`src/rtl/bus_pkg.sv`:
```
// Shared address map, STATUS bit layout and target decode for the CPU data-side bus.
// Decode ignores byte-offset bits, so every access is treated as a whole word.
package bus_pkg;

    localparam logic [15:0] REGION_BASE   = 16'h0001;
    localparam logic [31:0] ADDR_GPIO_OUT = 32'h0001_0000;
    localparam logic [31:0] ADDR_GPIO_IN  = 32'h0001_0004;
    localparam logic [31:0] ADDR_CYCLES   = 32'h0001_0008;
    localparam logic [31:0] ADDR_TXDATA   = 32'h0001_000C;
    localparam logic [31:0] ADDR_STATUS   = 32'h0001_0010;

    localparam int STAT_FULL      = 0;
    localparam int STAT_EMPTY     = 1;
    localparam int STAT_ERR       = 2;
    localparam int STAT_OVF       = 3;
    localparam int STAT_COUNT_LSB = 8;

    typedef enum logic [2:0] {
        T_RAM,
        T_GPO,
        T_GPI,
        T_CYC,
        T_TX,
        T_STAT,
        T_NONE
    } target_t;

    function automatic target_t decode_target(input logic [29:0] word_addr,
                                              input int unsigned ram_words);
        target_t t;
        t = T_NONE;
        if (word_addr[29:14] == 16'h0000) begin
            if ({18'b0, word_addr[13:0]} < ram_words) t = T_RAM;
        end else if (word_addr[29:14] == REGION_BASE) begin
            if      (word_addr == ADDR_GPIO_OUT[31:2]) t = T_GPO;
            else if (word_addr == ADDR_GPIO_IN[31:2])  t = T_GPI;
            else if (word_addr == ADDR_CYCLES[31:2])   t = T_CYC;
            else if (word_addr == ADDR_TXDATA[31:2])   t = T_TX;
            else if (word_addr == ADDR_STATUS[31:2])   t = T_STAT;
        end
        return t;
    endfunction

endpackage

```
`src/rtl/tx_fifo.sv`:
```
// Synchronous first-word-fall-through FIFO; head valid the edge after a push.
// Backpressure: pushes while full and pops while empty are ignored; full is judged before the pop.
module tx_fifo #(
    parameter int DEPTH = 8,
    parameter int W     = 8
) (
    input  logic                       clk,
    input  logic                       reset,
    input  logic                       push,
    input  logic [W-1:0]               push_data,
    input  logic                       pop,
    output logic                       full,
    output logic                       empty,
    output logic [$clog2(DEPTH):0]     count,
    output logic [W-1:0]               head
);
    localparam int AW = $clog2(DEPTH);
    localparam logic [AW-1:0] PTR_ONE = 1;
    localparam logic [AW:0]   CNT_ONE = 1;
    localparam logic [AW:0]   CNT_MAX = (AW+1)'(DEPTH);

    logic [W-1:0]  mem [DEPTH];
    logic [AW-1:0] wr_ptr;
    logic [AW-1:0] rd_ptr;
    logic          do_push;
    logic          do_pop;

    assign full    = (count == CNT_MAX);
    assign empty   = (count == '0);
    assign do_push = push && !full;
    assign do_pop  = pop && !empty;
    assign head    = empty ? '0 : mem[rd_ptr];

    always_ff @(posedge clk) begin
        if (reset) begin
            wr_ptr <= '0;
            rd_ptr <= '0;
            count  <= '0;
        end else begin
            if (do_push) wr_ptr <= wr_ptr + PTR_ONE;
            if (do_pop)  rd_ptr <= rd_ptr + PTR_ONE;
            case ({do_push, do_pop})
                2'b10:   count <= count + CNT_ONE;
                2'b01:   count <= count - CNT_ONE;
                default: count <= count;
            endcase
        end
    end

    always_ff @(posedge clk) begin
        if (!reset && do_push) mem[wr_ptr] <= push_data;
    end

endmodule

```
`src/rtl/data_bus.sv`:
```
// M-stage data port: decodes loads/stores onto RAM, GPIO, cycle counter and a TX byte FIFO.
// Reads are combinational (0 cycles), stores land at the edge; TX stream is valid/ready.
module data_bus
    import bus_pkg::*;
#(
    parameter int RAM_WORDS  = 64,
    parameter int FIFO_DEPTH = 8
) (
    input  logic        clk,
    input  logic        reset,
    input  logic        MemWriteM,
    input  logic [31:0] ALUOutM,
    input  logic [31:0] WriteDataM,
    output logic [31:0] ReadDataM,
    input  logic [7:0]  gpio_in,
    output logic [7:0]  gpio_out,
    output logic [7:0]  tx_data,
    output logic        tx_valid,
    input  logic        tx_ready
);
    localparam int RIW = (RAM_WORDS > 1) ? $clog2(RAM_WORDS) : 1;
    localparam int CW  = $clog2(FIFO_DEPTH) + 1;

    logic [31:0]    ram [RAM_WORDS];
    logic [RIW-1:0] ram_idx;
    target_t        tgt;
    logic           wr;
    logic [7:0]     gpi_meta;
    logic [7:0]     gpi_sync;
    logic [31:0]    cycles;
    logic           ovf;
    logic           err;
    logic           fifo_full;
    logic           fifo_empty;
    logic [CW-1:0]  fifo_count;
    logic           tx_push;
    logic [31:0]    status;
    logic           unused_byte_offset;

    assign unused_byte_offset = ^ALUOutM[1:0];
    assign tgt     = decode_target(ALUOutM[31:2], RAM_WORDS);
    assign ram_idx = ALUOutM[RIW+1:2];
    // Stores presented while reset is high are dropped everywhere, RAM included.
    assign wr      = MemWriteM && !reset;
    assign tx_push = wr && (tgt == T_TX);
    assign tx_valid = !fifo_empty;

    tx_fifo #(
        .DEPTH (FIFO_DEPTH),
        .W     (8)
    ) u_tx_fifo (
        .clk       (clk),
        .reset     (reset),
        .push      (tx_push),
        .push_data (WriteDataM[7:0]),
        .pop       (tx_valid && tx_ready),
        .full      (fifo_full),
        .empty     (fifo_empty),
        .count     (fifo_count),
        .head      (tx_data)
    );

    always_ff @(posedge clk) begin
        if (wr && (tgt == T_RAM)) ram[ram_idx] <= WriteDataM;
    end

    always_ff @(posedge clk) begin
        if (reset) begin
            gpio_out <= '0;
            gpi_meta <= '0;
            gpi_sync <= '0;
            cycles   <= '0;
            ovf      <= 1'b0;
            err      <= 1'b0;
        end else begin
            gpi_meta <= gpio_in;
            gpi_sync <= gpi_meta;
            if (wr && (tgt == T_GPO)) gpio_out <= WriteDataM[7:0];
            if (wr && (tgt == T_CYC)) cycles <= WriteDataM;
            else                      cycles <= cycles + 32'd1;
            if (wr && (tgt == T_STAT)) begin
                ovf <= 1'b0;
                err <= 1'b0;
            end else begin
                if (tx_push && fifo_full) ovf <= 1'b1;
                if (wr && (tgt == T_NONE)) err <= 1'b1;
            end
        end
    end

    always_comb begin
        status = '0;
        status[STAT_FULL]  = fifo_full;
        status[STAT_EMPTY] = fifo_empty;
        status[STAT_ERR]   = err;
        status[STAT_OVF]   = ovf;
        status[STAT_COUNT_LSB +: 8] = 8'(fifo_count);
    end

    always_comb begin
        ReadDataM = '0;
        case (tgt)
            T_RAM:   ReadDataM = ram[ram_idx];
            T_GPO:   ReadDataM = {24'b0, gpio_out};
            T_GPI:   ReadDataM = {24'b0, gpi_sync};
            T_CYC:   ReadDataM = cycles;
            T_STAT:  ReadDataM = status;
            default: ReadDataM = '0;
        endcase
    end

endmodule

```
`config.mk`:
```
export PLATFORM = sky130hd
export DESIGN_NAME = data_bus
export DESIGN_NICKNAME = d
export VERILOG_FILES = /design/src/rtl/bus_pkg.sv /design/src/rtl/tx_fifo.sv /design/src/rtl/data_bus.sv
export SDC_FILE = /design/constraint.sdc
export NUM_CORES = 2
export LEC_CHECK = 0
export ABC_AREA = 1
export ABC_CLOCK_PERIOD_IN_PS = 4490
export CAP_MARGIN = 20
export CORE_MARGIN = 3
export CORE_UTILIZATION = 62
export DETAILED_ROUTE_END_ITERATION = 16
export PLACE_DENSITY = 0.78
export SLEW_MARGIN = 20
export SYNTH_ARGS = -nofsm -noshare
export SYNTH_HDL_FRONTEND = slang
export SYNTH_SLANG_ARGS = --single-unit
```
`constraint.sdc`:
```
create_clock -name clk -period 4.49 [get_ports clk]
set_input_delay 0.898 -clock clk [delete_from_list [all_inputs] [get_ports clk]]
set_output_delay 0.898 -clock clk [all_outputs]
set_load 0.05 [all_outputs]
```
==> results.py <==
metrics = {
    "outcome": {
        "outcome": "finished, violations left",
        "violations": "setup timing",
    },
    "power_and_ir_drop": {
        "total_power_mw": 41.4,
        "p_int_mw": 31.9,
        "switching_power_mw": 9.47,
        "clkPwrFrac_pct": 38.9,
        "seq_power_share_pct": 54.1,
        "p_leak_nw": 32.8,
        "cellPowerDensity_mw_per_mm2": 427,
        "power_frac_comb_pct": 7.0,
        "vdd.ir_drop.worst_v": 0.000437,
        "swShare_pct": 22.9,
    },
    "die": {
        "io-pin-count": 125,
        "die_area_mm2": 0.139,
        "start_util_pct": 62.5,
        "chipWidth_um": 373,
        "rows": 134,
        "die_y_um": 373,
        "core_area_mm2": 0.134,
    },
    "grt": {
        "grt.overflow.total": 0,
        "grt_antenna_before_repair": 6,
        "grt_usage_pct": 33.9,
        "grt_pass1_vias": 54162,
        "grt_pass1_wl_um": 347000,
        "grt_max_degree": 122,
    },
    "worst_setup_path": {
        "path_class": "input pin to output port",
        "cp.arrival_ns": 3.62,
        "cp-start-kind": "input pin",
        "path_cells": "clkdlybuf4s50_1 > buf_4 > inv_1 > nor3_2 > buf_12 > buf_4 > nand2_1 > nand2_1 > nor2_1 > nand3_1 > nand3_1 > buf_12",
        "required_ns": 3.59,
        "critPathSlowestCell": "clkdlybuf4s50_1",
        "reg2reg_to": "u_tx_fifo.count[3]",
        "critPathCapture": "ReadDataM[2]",
        "rr_worst_depth": 16,
        "critPathCaptureType": "output port",
        "timing.rr.start": "u_tx_fifo.count[1]",
        "ff2ff_setup_slack_ns": 1.73,
        "worst_path_largest_cell_delay_ns": 0.62,
        "cp_max_fo": 29,
        "crit_start": "ALUOutM[6]",
    },
    "placed_design": {
        "gp_congestion": 0.906,
        "place_hpwl_um": 139000,
        "placed_cell_area_mm2": 0.0908,
        "post-place-ws_ns": 0.0566,
        "portBuffers": 122,
    },
    "logic_synthesis": {
        "synth-async-reset-ratio_pct": 0,
        "syn_area_mm2": 0.0835,
        "syn_avg_cell_area_um2": 13.3,
        "ys.flop_type": "edfxtp_1",
        "ys_types": 43,
        "post-synth-top-count-cell": "edfxtp_1",
        "synth_seq_area_share_pct": 77.7,
        "synthTopCellsByCount": "edfxtp_1, nor2_1, nand2_1",
        "synthesis.nets": 6360,
        "netlist_instances": 6277,
        "ys.warnings.count": 0,
        "yosys-top-cells-area": "edfxtp_1, nor2_1, o22ai_1, nand2_1, o21ai_0",
        "synth-edff-count": 2112,
        "synth-seq-cells": 2183,
        "yosysTopAreaCell": "edfxtp_1",
        "synth.top_cell.area_share_pct": 76.0,
    },
    "sta": {
        "fmax_ghz": 0.221,
        "final-max-slew-violation-count": 0,
        "setup_slack_ns": -0.0294,
        "setup_viol": 2,
        "tightest_slew_ns": 1.08,
        "period_needed_ns": 4.52,
        "hold_viol": 0,
        "slew_headroom_pct": 27.9,
        "fin_worst_skew_ns": 0.0179,
        "fin_crit_sh_pct": 101,
        "rsz0062_at_grt": "no",
    },
    "clock_network": {
        "clockBufferDepth": 3,
        "numCtsBuffers": 200,
        "clkLatencyLatePin_ns": 0.84,
        "h-tree-depth": 4,
        "cts_tree": "done",
        "cts_sinks": 2183,
        "cts_root_buf": "clkbuf_16",
        "holdBufCountCts": 0,
        "clkTransAtPathRegs_ns": 0.06,
    },
    "layout": {
        "finalInstanceArea_mm2": 0.0970,
        "area_growth_pct": 16.1,
        "final_layout_size_suffix_gt1_share_pct": 12.2,
        "nets": 6743,
        "fillers": 7776,
    },
    "drt": {
        "first_pass_iters": 8,
        "num_vias": 56180,
        "viasPerCell": 6.54,
        "wl_per_cell_um": 28.0,
        "ant_nets": 0,
        "drtIter0Drc": 9488,
        "drc": 0,
        "drt_wl_total_um": 240000,
    },
    "flow_run": {
        "cap_violations": 0,
    },
    "hold_path": {
        "min_path_cells": 2,
        "hold_class": "register to register",
    },
}
## power by group through the flow
stage          logic [mW]  registers [mW]  clock network (mW)
2_1_floorplan        1.44            22.8                   0
3_3_place_gp         2.73            22.8                   0
3_5_place_dp         2.81            22.8                   0
4_1_cts              2.84            22.4                16.1
5_1_grt              3.07            22.4                16.9
6_report             2.90            22.4                16.1
## critical path, delay by kind of cell
family | cells | cell delay (ns)
AND/OR/NAND/NOR | 6 | 1.12
buffers and inverters | 6 | 1.57
## state kept, by name, indices dropped and copies added, names as in the netlist, 4 cells and up, named ones only
name / flops
u_tx_fifo.mem: 64
ram: 2048
gpio_out: 8
gpi_sync: 8
gpi_meta: 8
cycles: 32
u_tx_fifo.count: 4
## layout make-up
type / instances / area [µm²] / share of cell area, %
multi-input combinational: 3616 / 17300 / 17.8
inverter: 154 / 592 / 0.610
tap: 1768 / 2210 / 2.28
sequential: 2183 / 64800 / 66.9
timing repair buffer: 505 / 5950 / 6.14
clock inverter: 114 / 868 / 0.895
antenna: 1 / 2.50 / 0.00258
clock buffer: 248 / 5250 / 5.41
## cell usage in the layout (no fill, tap or decap), types with 11 or more instances in the layout
cell type / synthesis / layout
clkbuf_16: 0 / 204
o22a_1: 15 / 15
o22ai_1: 667 / 667
a21oi_1: 40 / 40
nand2_1: 1028 / 1028
clkinv_1: 1 / 50
buf_4: 5 / 254
clkbuf_1: 133 / 45
dfxtp_1: 71 / 70
xor2_1: 17 / 17
xnor2_1: 11 / 11
inv_1: 142 / 141
o21ai_0: 352 / 352
nor3_1: 22 / 16
buf_12: 0 / 164
nand3b_1: 12 / 12
edfxtp_1: 2112 / 2112
nand3_1: 46 / 38
nand3_4: 8 / 16
nor2_1: 1256 / 1188
clkinv_2: 0 / 36
nor2_4: 3 / 66
buf_2: 149 / 29
nand4_1: 90 / 90
clkdlybuf4s50_1: 0 / 55
## worst min-delay path by stage
stage	start	endpoint	slack (ns)
after detailed placement	gpi_meta[2]	gpi_sync[2]	0.40
after global routing	gpi_meta[5]	gpi_sync[5]	0.42
after CTS	gpi_meta[2]	gpi_sync[2]	0.41
final	gpi_meta[0]	gpi_sync[0]	0.40
after floorplan	gpi_meta[0]	gpi_sync[0]	0.39
after global placement	gpi_meta[5]	gpi_sync[5]	0.39
## cells by family (layout without fill, tap and decap cells)
group / count (synthesis) / after routing / synth area share (%)
compound gates: 1102 / 1102 / 7.74
xor+xnor: 28 / 28 / 0.294
fa+ha+maj: 7 / 7 / 0.114
buf+inv: 478 / 1021 / 2.41
flops: 2183 / 2183 / 77.7
other cells: 0 / 1 / 0
simple gates: 2479 / 2479 / 11.8
## metrics by stage
stage / TNS, ns / cells / utilization, % / hold WS, ns
detailed placement: 0 / 8223 / 67.9 / 0.396
floorplan: 0 / 6277 / - / 0.388
global placement: 0 / 8223 / 67.9 / 0.395
CTS: 0 / 8585 / 72.5 / 0.405
finish: -0.0588 / 8589 / 72.6 / 0.403
global route: 0 / 8588 / 72.6 / 0.424
## what timing repair did
item,CTS,global route
cloned,0,1
pin swaps,0,4
resized for setup,2,5
setup endpoints to repair,1,23
setup buffers,0,3
## layer usage
metal / track usage [%] / up-vias / share of wire (%)
met4: 20.2 / 4 / 6.6
met1: 45.4 / 26896 / 34
met5: 0 / - / 0.0075
met3: 6.28 / 771 / 13
met2: 52.6 / 4841 / 46
li1: - / 23668 / -
(Power assumes the default switching activity.)
